### config.mk
export PLATFORM = sky130hd
export DESIGN_NAME = eth_link_ctrl_flat
export DESIGN_NICKNAME = d
export VERILOG_FILES = /design/src/rtl/eth_link_ctrl_pkg.sv /design/src/rtl/eth_link_ctrl_if.sv /design/src/rtl/eth_link_sync_debounce.sv /design/src/rtl/eth_link_ctrl.sv /design/src/flat_wrapper.sv
export SDC_FILE = /design/constraint.sdc
export NUM_CORES = 1
export LEC_CHECK = 0
export ABC_AREA = 1
export CAP_MARGIN = 15
export CORE_MARGIN = 2
export CORE_UTILIZATION = 30
export DETAILED_ROUTE_END_ITERATION = 8
export DONT_BUFFER_PORTS = 1
export GPL_TIMING_DRIVEN = 0
export SLEW_MARGIN = 10
export SYNTH_ARGS = -nofsm -noshare
export SYNTH_HDL_FRONTEND = slang
export SYNTH_HIERARCHICAL = 1
export SYNTH_SLANG_ARGS = --single-unit
### constraint.sdc
create_clock -name clock -period 2.85 [get_ports clock]
set_clock_uncertainty 0.2 [all_clocks]
set_input_delay 0.4275 -clock clock [delete_from_list [all_inputs] [get_ports clock]]
set_output_delay 0.4275 -clock clock [all_outputs]
set_load 0.02 [all_outputs]
### src/rtl/eth_link_ctrl_pkg.sv
// Shared types for the 10G SFP/QSFP link controller: FSM states,
// counter widths and the per-state pin decode.
package eth_link_ctrl_pkg;

    localparam int STATE_W = 3;
    localparam int RETRY_W = 8;
    localparam int LDCNT_W = 16;

    typedef enum logic [STATE_W-1:0] {
        ABSENT    = 3'd0,
        MOD_RST   = 3'd1,
        MOD_INIT  = 3'd2,
        GT_RST    = 3'd3,
        LOCK_WAIT = 3'd4,
        LINK_UP   = 3'd5
    } link_state_t;

    typedef struct packed {
        logic sfp_reset;
        logic sfp_modsel;
        logic sfp_lpmode;
        logic gt_reset;
        logic link_up;
    } pin_t;

    localparam pin_t PIN_RST = '{1'b0, 1'b1, 1'b1, 1'b1, 1'b0};

    function automatic pin_t pins_for(link_state_t s);
        pin_t p;
        p = PIN_RST;
        case (s)
            ABSENT:           p = PIN_RST;
            MOD_RST:          p = '{1'b0, 1'b0, 1'b1, 1'b1, 1'b0};
            MOD_INIT, GT_RST: p = '{1'b1, 1'b0, 1'b0, 1'b1, 1'b0};
            LOCK_WAIT:        p = '{1'b1, 1'b0, 1'b0, 1'b0, 1'b0};
            LINK_UP:          p = '{1'b1, 1'b0, 1'b0, 1'b0, 1'b1};
            default:          p = PIN_RST;
        endcase
        return p;
    endfunction

endpackage

### src/rtl/eth_link_ctrl_if.sv
// Optical module and PHY pin bundle between the link controller
// (master) and the SFP cage / PHY wrapper (slave).
interface eth_link_ctrl_if;

    logic sfp_modprs;
    logic sfp_int;
    logic clock_ok;
    logic rx_block_lock;
    logic sfp_reset;
    logic sfp_modsel;
    logic sfp_lpmode;
    logic gt_reset;

    modport master (
        input  sfp_modprs, sfp_int, clock_ok, rx_block_lock,
        output sfp_reset, sfp_modsel, sfp_lpmode, gt_reset
    );

    modport slave (
        output sfp_modprs, sfp_int, clock_ok, rx_block_lock,
        input  sfp_reset, sfp_modsel, sfp_lpmode, gt_reset
    );

endinterface

### src/rtl/eth_link_sync_debounce.sv
// Two-flop synchronizer with an optional stability filter;
// DEBOUNCE_CYCLES=0 gives a plain synchronizer.
module eth_link_sync_debounce #(
    parameter int   CNT_W           = 24,
    parameter int   DEBOUNCE_CYCLES = 0,
    parameter logic RST_VAL         = 1'b0
) (
    input  logic clock,
    input  logic resetn,
    input  logic din,
    output logic dout
);

    logic [1:0] sync_q;

    always_ff @(posedge clock or negedge resetn) begin
        if (!resetn) begin
            sync_q <= {2{RST_VAL}};
        end else begin
            sync_q <= {sync_q[0], din};
        end
    end

    generate
        if (DEBOUNCE_CYCLES == 0) begin : g_sync
            assign dout = sync_q[1];
        end else begin : g_db
            logic [CNT_W-1:0] cnt_q;
            logic             db_q;

            // cnt_q counts consecutive samples that disagree with db_q
            always_ff @(posedge clock or negedge resetn) begin
                if (!resetn) begin
                    cnt_q <= '0;
                    db_q  <= RST_VAL;
                end else if (sync_q[1] == db_q) begin
                    cnt_q <= '0;
                end else if (cnt_q == CNT_W'(DEBOUNCE_CYCLES - 1)) begin
                    cnt_q <= '0;
                    db_q  <= sync_q[1];
                end else begin
                    cnt_q <= cnt_q + CNT_W'(1);
                end
            end

            assign dout = db_q;
        end
    endgenerate

endmodule

### src/rtl/eth_link_ctrl.sv
// SFP/QSFP 10G link bring-up and supervision controller.
// Optional link-down statistics: define ETH_LINK_CTRL_STATS_EN.
module eth_link_ctrl
    import eth_link_ctrl_pkg::*;
#(
    parameter int CNT_W              = 24,
    parameter int DEBOUNCE_CYCLES    = 1000,
    parameter int RESET_CYCLES       = 1000,
    parameter int INIT_CYCLES        = 2000000,
    parameter int GT_RESET_CYCLES    = 256,
    parameter int LOCK_STABLE_CYCLES = 1024,
    parameter int LOCK_TIMEOUT       = 1000000
) (
    input  logic                 clock,
    input  logic                 resetn,
    input  logic                 enable,
    eth_link_ctrl_if.master      phy,
    output logic                 link_up,
    output logic                 irq,
    output logic [STATE_W-1:0]   state,
    output logic [RETRY_W-1:0]   retry_count
`ifdef ETH_LINK_CTRL_STATS_EN
    ,
    output logic [LDCNT_W-1:0]   link_down_count
`endif
);

    logic modprs_db;
    logic int_s;
    logic ok_s;
    logic lock_s;
    logic present_db;

    eth_link_sync_debounce #(
        .CNT_W(CNT_W), .DEBOUNCE_CYCLES(DEBOUNCE_CYCLES), .RST_VAL(1'b1)
    ) u_modprs (
        .clock(clock), .resetn(resetn), .din(phy.sfp_modprs), .dout(modprs_db)
    );

    eth_link_sync_debounce #(
        .CNT_W(CNT_W), .DEBOUNCE_CYCLES(0), .RST_VAL(1'b1)
    ) u_int (
        .clock(clock), .resetn(resetn), .din(phy.sfp_int), .dout(int_s)
    );

    eth_link_sync_debounce #(
        .CNT_W(CNT_W), .DEBOUNCE_CYCLES(0), .RST_VAL(1'b0)
    ) u_ok (
        .clock(clock), .resetn(resetn), .din(phy.clock_ok), .dout(ok_s)
    );

    eth_link_sync_debounce #(
        .CNT_W(CNT_W), .DEBOUNCE_CYCLES(0), .RST_VAL(1'b0)
    ) u_lock (
        .clock(clock), .resetn(resetn), .din(phy.rx_block_lock), .dout(lock_s)
    );

    assign present_db = ~modprs_db;

    link_state_t      state_q, state_d;
    logic [CNT_W-1:0] cnt_q, cnt_d;
    logic [CNT_W-1:0] stable_q, stable_d;
    logic [RETRY_W-1:0] retry_q, retry_d;
    pin_t             pins_q;
    logic             irq_q;

    always_comb begin
        state_d  = state_q;
        cnt_d    = cnt_q + CNT_W'(1);
        stable_d = '0;
        retry_d  = retry_q;
        case (state_q)
            ABSENT: begin
                cnt_d = '0;
                if (present_db && enable) state_d = MOD_RST;
            end
            MOD_RST: begin
                if (cnt_q == CNT_W'(RESET_CYCLES - 1)) state_d = MOD_INIT;
            end
            MOD_INIT: begin
                if (cnt_q == CNT_W'(INIT_CYCLES - 1)) state_d = GT_RST;
            end
            GT_RST: begin
                if (cnt_q >= CNT_W'(GT_RESET_CYCLES - 1)) begin
                    cnt_d = cnt_q;
                    if (ok_s) state_d = LOCK_WAIT;
                end
            end
            LOCK_WAIT: begin
                stable_d = lock_s ? stable_q + CNT_W'(1) : '0;
                if (!ok_s) begin
                    state_d = GT_RST;
                end else if (lock_s &&
                    stable_q == CNT_W'(LOCK_STABLE_CYCLES - 1)) begin
                    state_d = LINK_UP;
                end else if (cnt_q == CNT_W'(LOCK_TIMEOUT - 1)) begin
                    state_d = GT_RST;
                    if (retry_q != '1) retry_d = retry_q + RETRY_W'(1);
                end
            end
            LINK_UP: begin
                cnt_d = '0;
                if (!ok_s) state_d = GT_RST;
                else if (!lock_s) state_d = LOCK_WAIT;
            end
            default: state_d = ABSENT;
        endcase
        // loss of module or software enable overrides everything
        if (!present_db || !enable) state_d = ABSENT;
        if (state_d == ABSENT) retry_d = '0;
        if (state_d != state_q) begin
            cnt_d    = '0;
            stable_d = '0;
        end
    end

    always_ff @(posedge clock or negedge resetn) begin
        if (!resetn) begin
            state_q  <= ABSENT;
            cnt_q    <= '0;
            stable_q <= '0;
            retry_q  <= '0;
            pins_q   <= PIN_RST;
            irq_q    <= 1'b0;
        end else begin
            state_q  <= state_d;
            cnt_q    <= cnt_d;
            stable_q <= stable_d;
            retry_q  <= retry_d;
            pins_q   <= pins_for(state_d);
            irq_q    <= ~int_s && (state_q != ABSENT);
        end
    end

`ifdef ETH_LINK_CTRL_STATS_EN
    logic [LDCNT_W-1:0] ldc_q;

    always_ff @(posedge clock or negedge resetn) begin
        if (!resetn) begin
            ldc_q <= '0;
        end else if (state_q == LINK_UP && state_d != LINK_UP &&
                     ldc_q != '1) begin
            ldc_q <= ldc_q + LDCNT_W'(1);
        end
    end

    assign link_down_count = ldc_q;
`endif

    assign phy.sfp_reset  = pins_q.sfp_reset;
    assign phy.sfp_modsel = pins_q.sfp_modsel;
    assign phy.sfp_lpmode = pins_q.sfp_lpmode;
    assign phy.gt_reset   = pins_q.gt_reset;
    assign link_up        = pins_q.link_up;
    assign irq            = irq_q;
    assign state          = state_q;
    assign retry_count    = retry_q;

endmodule
### src/flat_wrapper.sv
// flat-port wrapper written by rule: the top's interface ports become plain ports
module eth_link_ctrl_flat import eth_link_ctrl_pkg::*;
#(
    parameter int CNT_W              = 24,
    parameter int DEBOUNCE_CYCLES    = 1000,
    parameter int RESET_CYCLES       = 1000,
    parameter int INIT_CYCLES        = 2000000,
    parameter int GT_RESET_CYCLES    = 256,
    parameter int LOCK_STABLE_CYCLES = 1024,
    parameter int LOCK_TIMEOUT       = 1000000
)
  (clock, resetn, enable, link_up, irq, state, retry_count, phy_sfp_modprs, phy_sfp_int, phy_clock_ok, phy_rx_block_lock, phy_sfp_reset, phy_sfp_modsel, phy_sfp_lpmode, phy_gt_reset);
  eth_link_ctrl_if phy_i ();
  input  logic clock;
  input  logic resetn;
  input  logic enable;
  output logic link_up;
  output logic irq;
  output logic [STATE_W-1:0] state;
  output logic [RETRY_W-1:0] retry_count;
  input wire logic [$bits(phy_i.sfp_modprs)-1:0] phy_sfp_modprs;
  input wire logic [$bits(phy_i.sfp_int)-1:0] phy_sfp_int;
  input wire logic [$bits(phy_i.clock_ok)-1:0] phy_clock_ok;
  input wire logic [$bits(phy_i.rx_block_lock)-1:0] phy_rx_block_lock;
  output wire logic [$bits(phy_i.sfp_reset)-1:0] phy_sfp_reset;
  output wire logic [$bits(phy_i.sfp_modsel)-1:0] phy_sfp_modsel;
  output wire logic [$bits(phy_i.sfp_lpmode)-1:0] phy_sfp_lpmode;
  output wire logic [$bits(phy_i.gt_reset)-1:0] phy_gt_reset;
  assign phy_i.sfp_modprs = phy_sfp_modprs;
  assign phy_i.sfp_int = phy_sfp_int;
  assign phy_i.clock_ok = phy_clock_ok;
  assign phy_i.rx_block_lock = phy_rx_block_lock;
  assign phy_sfp_reset = phy_i.sfp_reset;
  assign phy_sfp_modsel = phy_i.sfp_modsel;
  assign phy_sfp_lpmode = phy_i.sfp_lpmode;
  assign phy_gt_reset = phy_i.gt_reset;
  eth_link_ctrl #(.CNT_W(CNT_W), .DEBOUNCE_CYCLES(DEBOUNCE_CYCLES), .RESET_CYCLES(RESET_CYCLES), .INIT_CYCLES(INIT_CYCLES), .GT_RESET_CYCLES(GT_RESET_CYCLES), .LOCK_STABLE_CYCLES(LOCK_STABLE_CYCLES), .LOCK_TIMEOUT(LOCK_TIMEOUT)) u_core (.clock(clock), .resetn(resetn), .enable(enable), .phy(phy_i), .link_up(link_up), .irq(irq), .state(state), .retry_count(retry_count));
endmodule
==> results.cfg <==
[status]
status = finished with violations
failed_checks = negative hold slack

[timing]
fmaxAchievable_mhz = 391
post-route-min-period_ps = 2560
tightest_slew_ps = 500
setup_violations = 0
grt_setup_unrepaired = false
max_slew_margin_pct = 66.7
final_slew_violations = 0
final-hold-violation-count = 98
timing.final.ws_setup_ps = 290
setup-tns-final_ps = 0
final.hold.worst_slack_ps = -430
fin_crit_sh_pct = 89.8

[synth]
synth.yosys.warnings = 6
top_reg_cell_synth = sky130_fd_sc_hd__dfrtp_1
yosys_register_bits = 98
synth_fp_nets = 739
ys_async_sr_fraction_pct = 100
seq_area_frac_synth_pct = 43.9
mappedNetlistArea_sq_um = 5610
synthesis.area_per_instance_sq_um = 7.71
synth_instances = 727
synth-edff-count = 0
unique_cell_type_count_in_the_yosys_netlist = 38

[global_route]
globalRouteOverflowTotal = 0
grt_start_max_net_pins = 99
grt_pass1_vias = 4325
antenna_found_initial = 0
global_route_wire_length_before_repair_mm = 20.9
total_routing_usage_gr_pct = 13.0

[layout]
layout-area-overhead-vs-synth_pct = 10.9
final_util_pct = 34.3
insertedDiodeCount = 0
n_fill_cell = 1970
final_nets = 756
ff_latch_area_sq_um = 2460
ratio_of_cells_with_drive_above_1_in_the_final_layout_pct = 11.6
multiInputGateArea_sq_um = 2760

[routing]
drt_pass1_iterations = 4
route.antenna.remaining_nets = 0
drt-total-wl_mm = 11.8
via_per_inst = 4.54
vias = 4445
wl_per_cell_microns = 12.0
drc = 0
detailedRoute.firstIterationViolations = 275

[die]
floorplan.initialDensity_pct = 30.9
fp.dieH_microns = 141
fp.dieW_microns = 141
design.die.area_sq_um = 19800
floorplan.core_area_sq_um = 18100
design.portCount = 24
number_of_rows_in_the_core_area = 49

[min_path]
hold_path_class = primary input to async pin

[cts]
worst_skew_pair.late_latency_ps = 350
clkSinkCount = 98
cts_inserted_buffers = 9
hold_buffers = 4
cts-root-buf = sky130_fd_sc_hd__clkbuf_16
clock_tree.htree_level_count = 3
cts.clk_slew.worst_paths_ps = 70
cts_max_path_buffers = 2
tritoncts_clock_tree = yes

[placement]
placement.io_buffers = 0
hpwlAfterDp_mm = 8.60
dp_slack_ps = 235
place_congestion = 0.899

[power]
total_power_uw = 2630
cellPowerDensity_nw_per_um2 = 423
ir_worst_vdd_mv = 0.263
power.static_leakage_uw = 0.00258

[critical_path]
cp_slowest_stage_delay_ps = 420
criticalPathCategory = flip-flop to flip-flop
cp-start-kind = flip-flop
critical_path_cell_sequence = ha_1 -> nand2_1 -> nor2_1 -> nand3_1 -> nand3_1 -> nand2_2 -> inv_2 -> nor2_1 -> nand2_2 -> nand2_2 -> nand2_1 -> nand2_1 -> clkinv_2 -> nand4_4 -> buf_8 -> nor2_4
timing.critical_path.from = u_core/cnt_q[0]
arrival_ps = 2600
rr_startpoint = u_core/cnt_q[0]
cpMaxStageDelayCell = sky130_fd_sc_hd__dfrtp_1
timing.critical_path.max_delay_family = simple AND/OR/NAND/NOR gates
setup.worst_path.end_class = flip-flop
crit_fanout = 10
worst_path_buf_inv = 3
cp_data_required_time_ps = 2890

[run]
timing.max_cap.violations = 0
==> state kept, by name (all words and copies together) (netlist names), 2 cells and up <==
name / count
u_core/u_modprs/g_db.cnt_q: 24
u_core/cnt_q: 24
u_core/u_int/sync_q: 2
u_core/u_ok/sync_q: 2
u_core/u_modprs/sync_q: 2
u_core/stable_q: 24
u_core/state: 3
u_core/retry_count: 8
u_core/u_lock/sync_q: 2
==> synthesized netlist by cell type, types with 3 or more instances <==
| cell type | instances | area, sq um |
|---|---|---|
| sky130_fd_sc_hd__a21oi_1 | 16 | 80.1 |
| sky130_fd_sc_hd__dfrtp_1 | 90 | 2250 |
| sky130_fd_sc_hd__dfstp_2 | 8 | 210 |
| sky130_fd_sc_hd__ha_1 | 5 | 62.6 |
| sky130_fd_sc_hd__inv_1 | 75 | 282 |
| sky130_fd_sc_hd__inv_2 | 9 | 33.8 |
| sky130_fd_sc_hd__nand2_1 | 157 | 589 |
| sky130_fd_sc_hd__nand2_2 | 12 | 75.1 |
| sky130_fd_sc_hd__nand3_1 | 45 | 225 |
| sky130_fd_sc_hd__nand3b_1 | 3 | 22.5 |
| sky130_fd_sc_hd__nand4_1 | 15 | 93.8 |
| sky130_fd_sc_hd__nor2_1 | 152 | 571 |
| sky130_fd_sc_hd__nor2_2 | 3 | 18.8 |
| sky130_fd_sc_hd__nor2_4 | 27 | 304 |
| sky130_fd_sc_hd__nor3_1 | 17 | 85.1 |
| sky130_fd_sc_hd__nor4_1 | 6 | 37.5 |
| sky130_fd_sc_hd__o21ai_0 | 20 | 100 |
| sky130_fd_sc_hd__o21bai_1 | 3 | 22.5 |
| sky130_fd_sc_hd__o22ai_1 | 3 | 18.8 |
| sky130_fd_sc_hd__xnor2_1 | 10 | 87.6 |
| sky130_fd_sc_hd__xor2_1 | 27 | 236 |
==> cell families after synthesis <==
logic type / share of synthesized area [%]
simple gates: 37.5
flops: 43.9
buf+inv: 6.79
compound gates: 4.84
xor+xnor: 5.78
fa+ha+maj: 1.12
==> cell type report <==
class                   count  area share, %
plain buffers               6          0.845
clock buffers              11           3.74
clock inverters             5          0.624
inverters                  87           5.27
multi-input cells         536           44.4
flip-flops and latches     98           39.6
well taps                 229           4.61
repair buffers              6          0.885
==> stage by stage <==
stage               instance area [sq um]  hold slack [ps]  cells
finish                               6220             -430    978
global route                         6220             -445    978
detailed placement                   5890            -64.2    956
floorplan                            5610            -68.1    727
global placement                     5890            -63.9    956
CTS                                  6200             -448    976
==> layer usage <==
layer	GRT usage, %	share of wire, %	routed length [microns]	vias up
met5	0	0	0	-
met4	5.95	2.5	298	0
met3	1.66	1.7	201	16
met2	20.4	45	5300	49
met1	17.9	51	5980	2054
li1	-	-	-	2326
==> report_power, final <==
group / leakage (uW) / total, uW / internal [uW] / switching [uW]
clock: 0.000130 / 1130 / 597 / 533
combinational: 0.00112 / 77.6 / 26.1 / 51.5
sequential: 0.00133 / 1420 / 1410 / 17.6
==> timing repair <==
item,in CTS,in global routing
endpoints found under the setup margin,0,5
hold endpoints to repair,102,98
gates resized for setup,0,0
setup buffers,0,2
==> placed cells by master (no fill, tap or decap), types with 2 or more instances in the layout <==
master	count
sky130_fd_sc_hd__xor2_1	27
sky130_fd_sc_hd__nand3b_1	3
sky130_fd_sc_hd__nor3_1	17
sky130_fd_sc_hd__nor2_4	27
sky130_fd_sc_hd__buf_4	4
sky130_fd_sc_hd__inv_2	9
sky130_fd_sc_hd__dlygate4sd3_1	4
sky130_fd_sc_hd__o21ai_0	20
sky130_fd_sc_hd__clkinv_1	2
sky130_fd_sc_hd__xnor2_1	10
sky130_fd_sc_hd__nor3_2	2
sky130_fd_sc_hd__dfrtp_1	90
sky130_fd_sc_hd__o21ai_1	2
sky130_fd_sc_hd__and3_1	2
sky130_fd_sc_hd__a21oi_1	16
sky130_fd_sc_hd__clkbuf_1	4
sky130_fd_sc_hd__clkbuf_16	9
sky130_fd_sc_hd__nand2_2	12
sky130_fd_sc_hd__ha_1	5
sky130_fd_sc_hd__buf_8	2
sky130_fd_sc_hd__nor4_1	6
sky130_fd_sc_hd__nand4_1	15
sky130_fd_sc_hd__nand3_1	45
sky130_fd_sc_hd__o21bai_1	3
sky130_fd_sc_hd__clkinv_4	2
sky130_fd_sc_hd__nand2_1	157
sky130_fd_sc_hd__nor2_2	3
sky130_fd_sc_hd__o22ai_1	3
sky130_fd_sc_hd__inv_1	75
sky130_fd_sc_hd__nor2_1	152
sky130_fd_sc_hd__dfstp_2	8
sky130_fd_sc_hd__clkinv_2	2
==> path summary, 6_finish.rpt <==
kind | to | slack [ps] | cells past startpoint
setup / recovery | u_core/stable_q[12] | 290 | 16
hold / removal | u_core/u_modprs/g_db.cnt_q[6] | -430 | 0
setup reg to reg | u_core/stable_q[12] | 290 | 16
hold reg to reg | u_core/u_lock/sync_q[1] | 150 | 0
max in group asynchronous | u_core/phy.sfp_modsel | 2630 | 0
min in group clock | u_core/u_lock/sync_q[1] | 150 | 0
(Power assumes the default switching activity.)
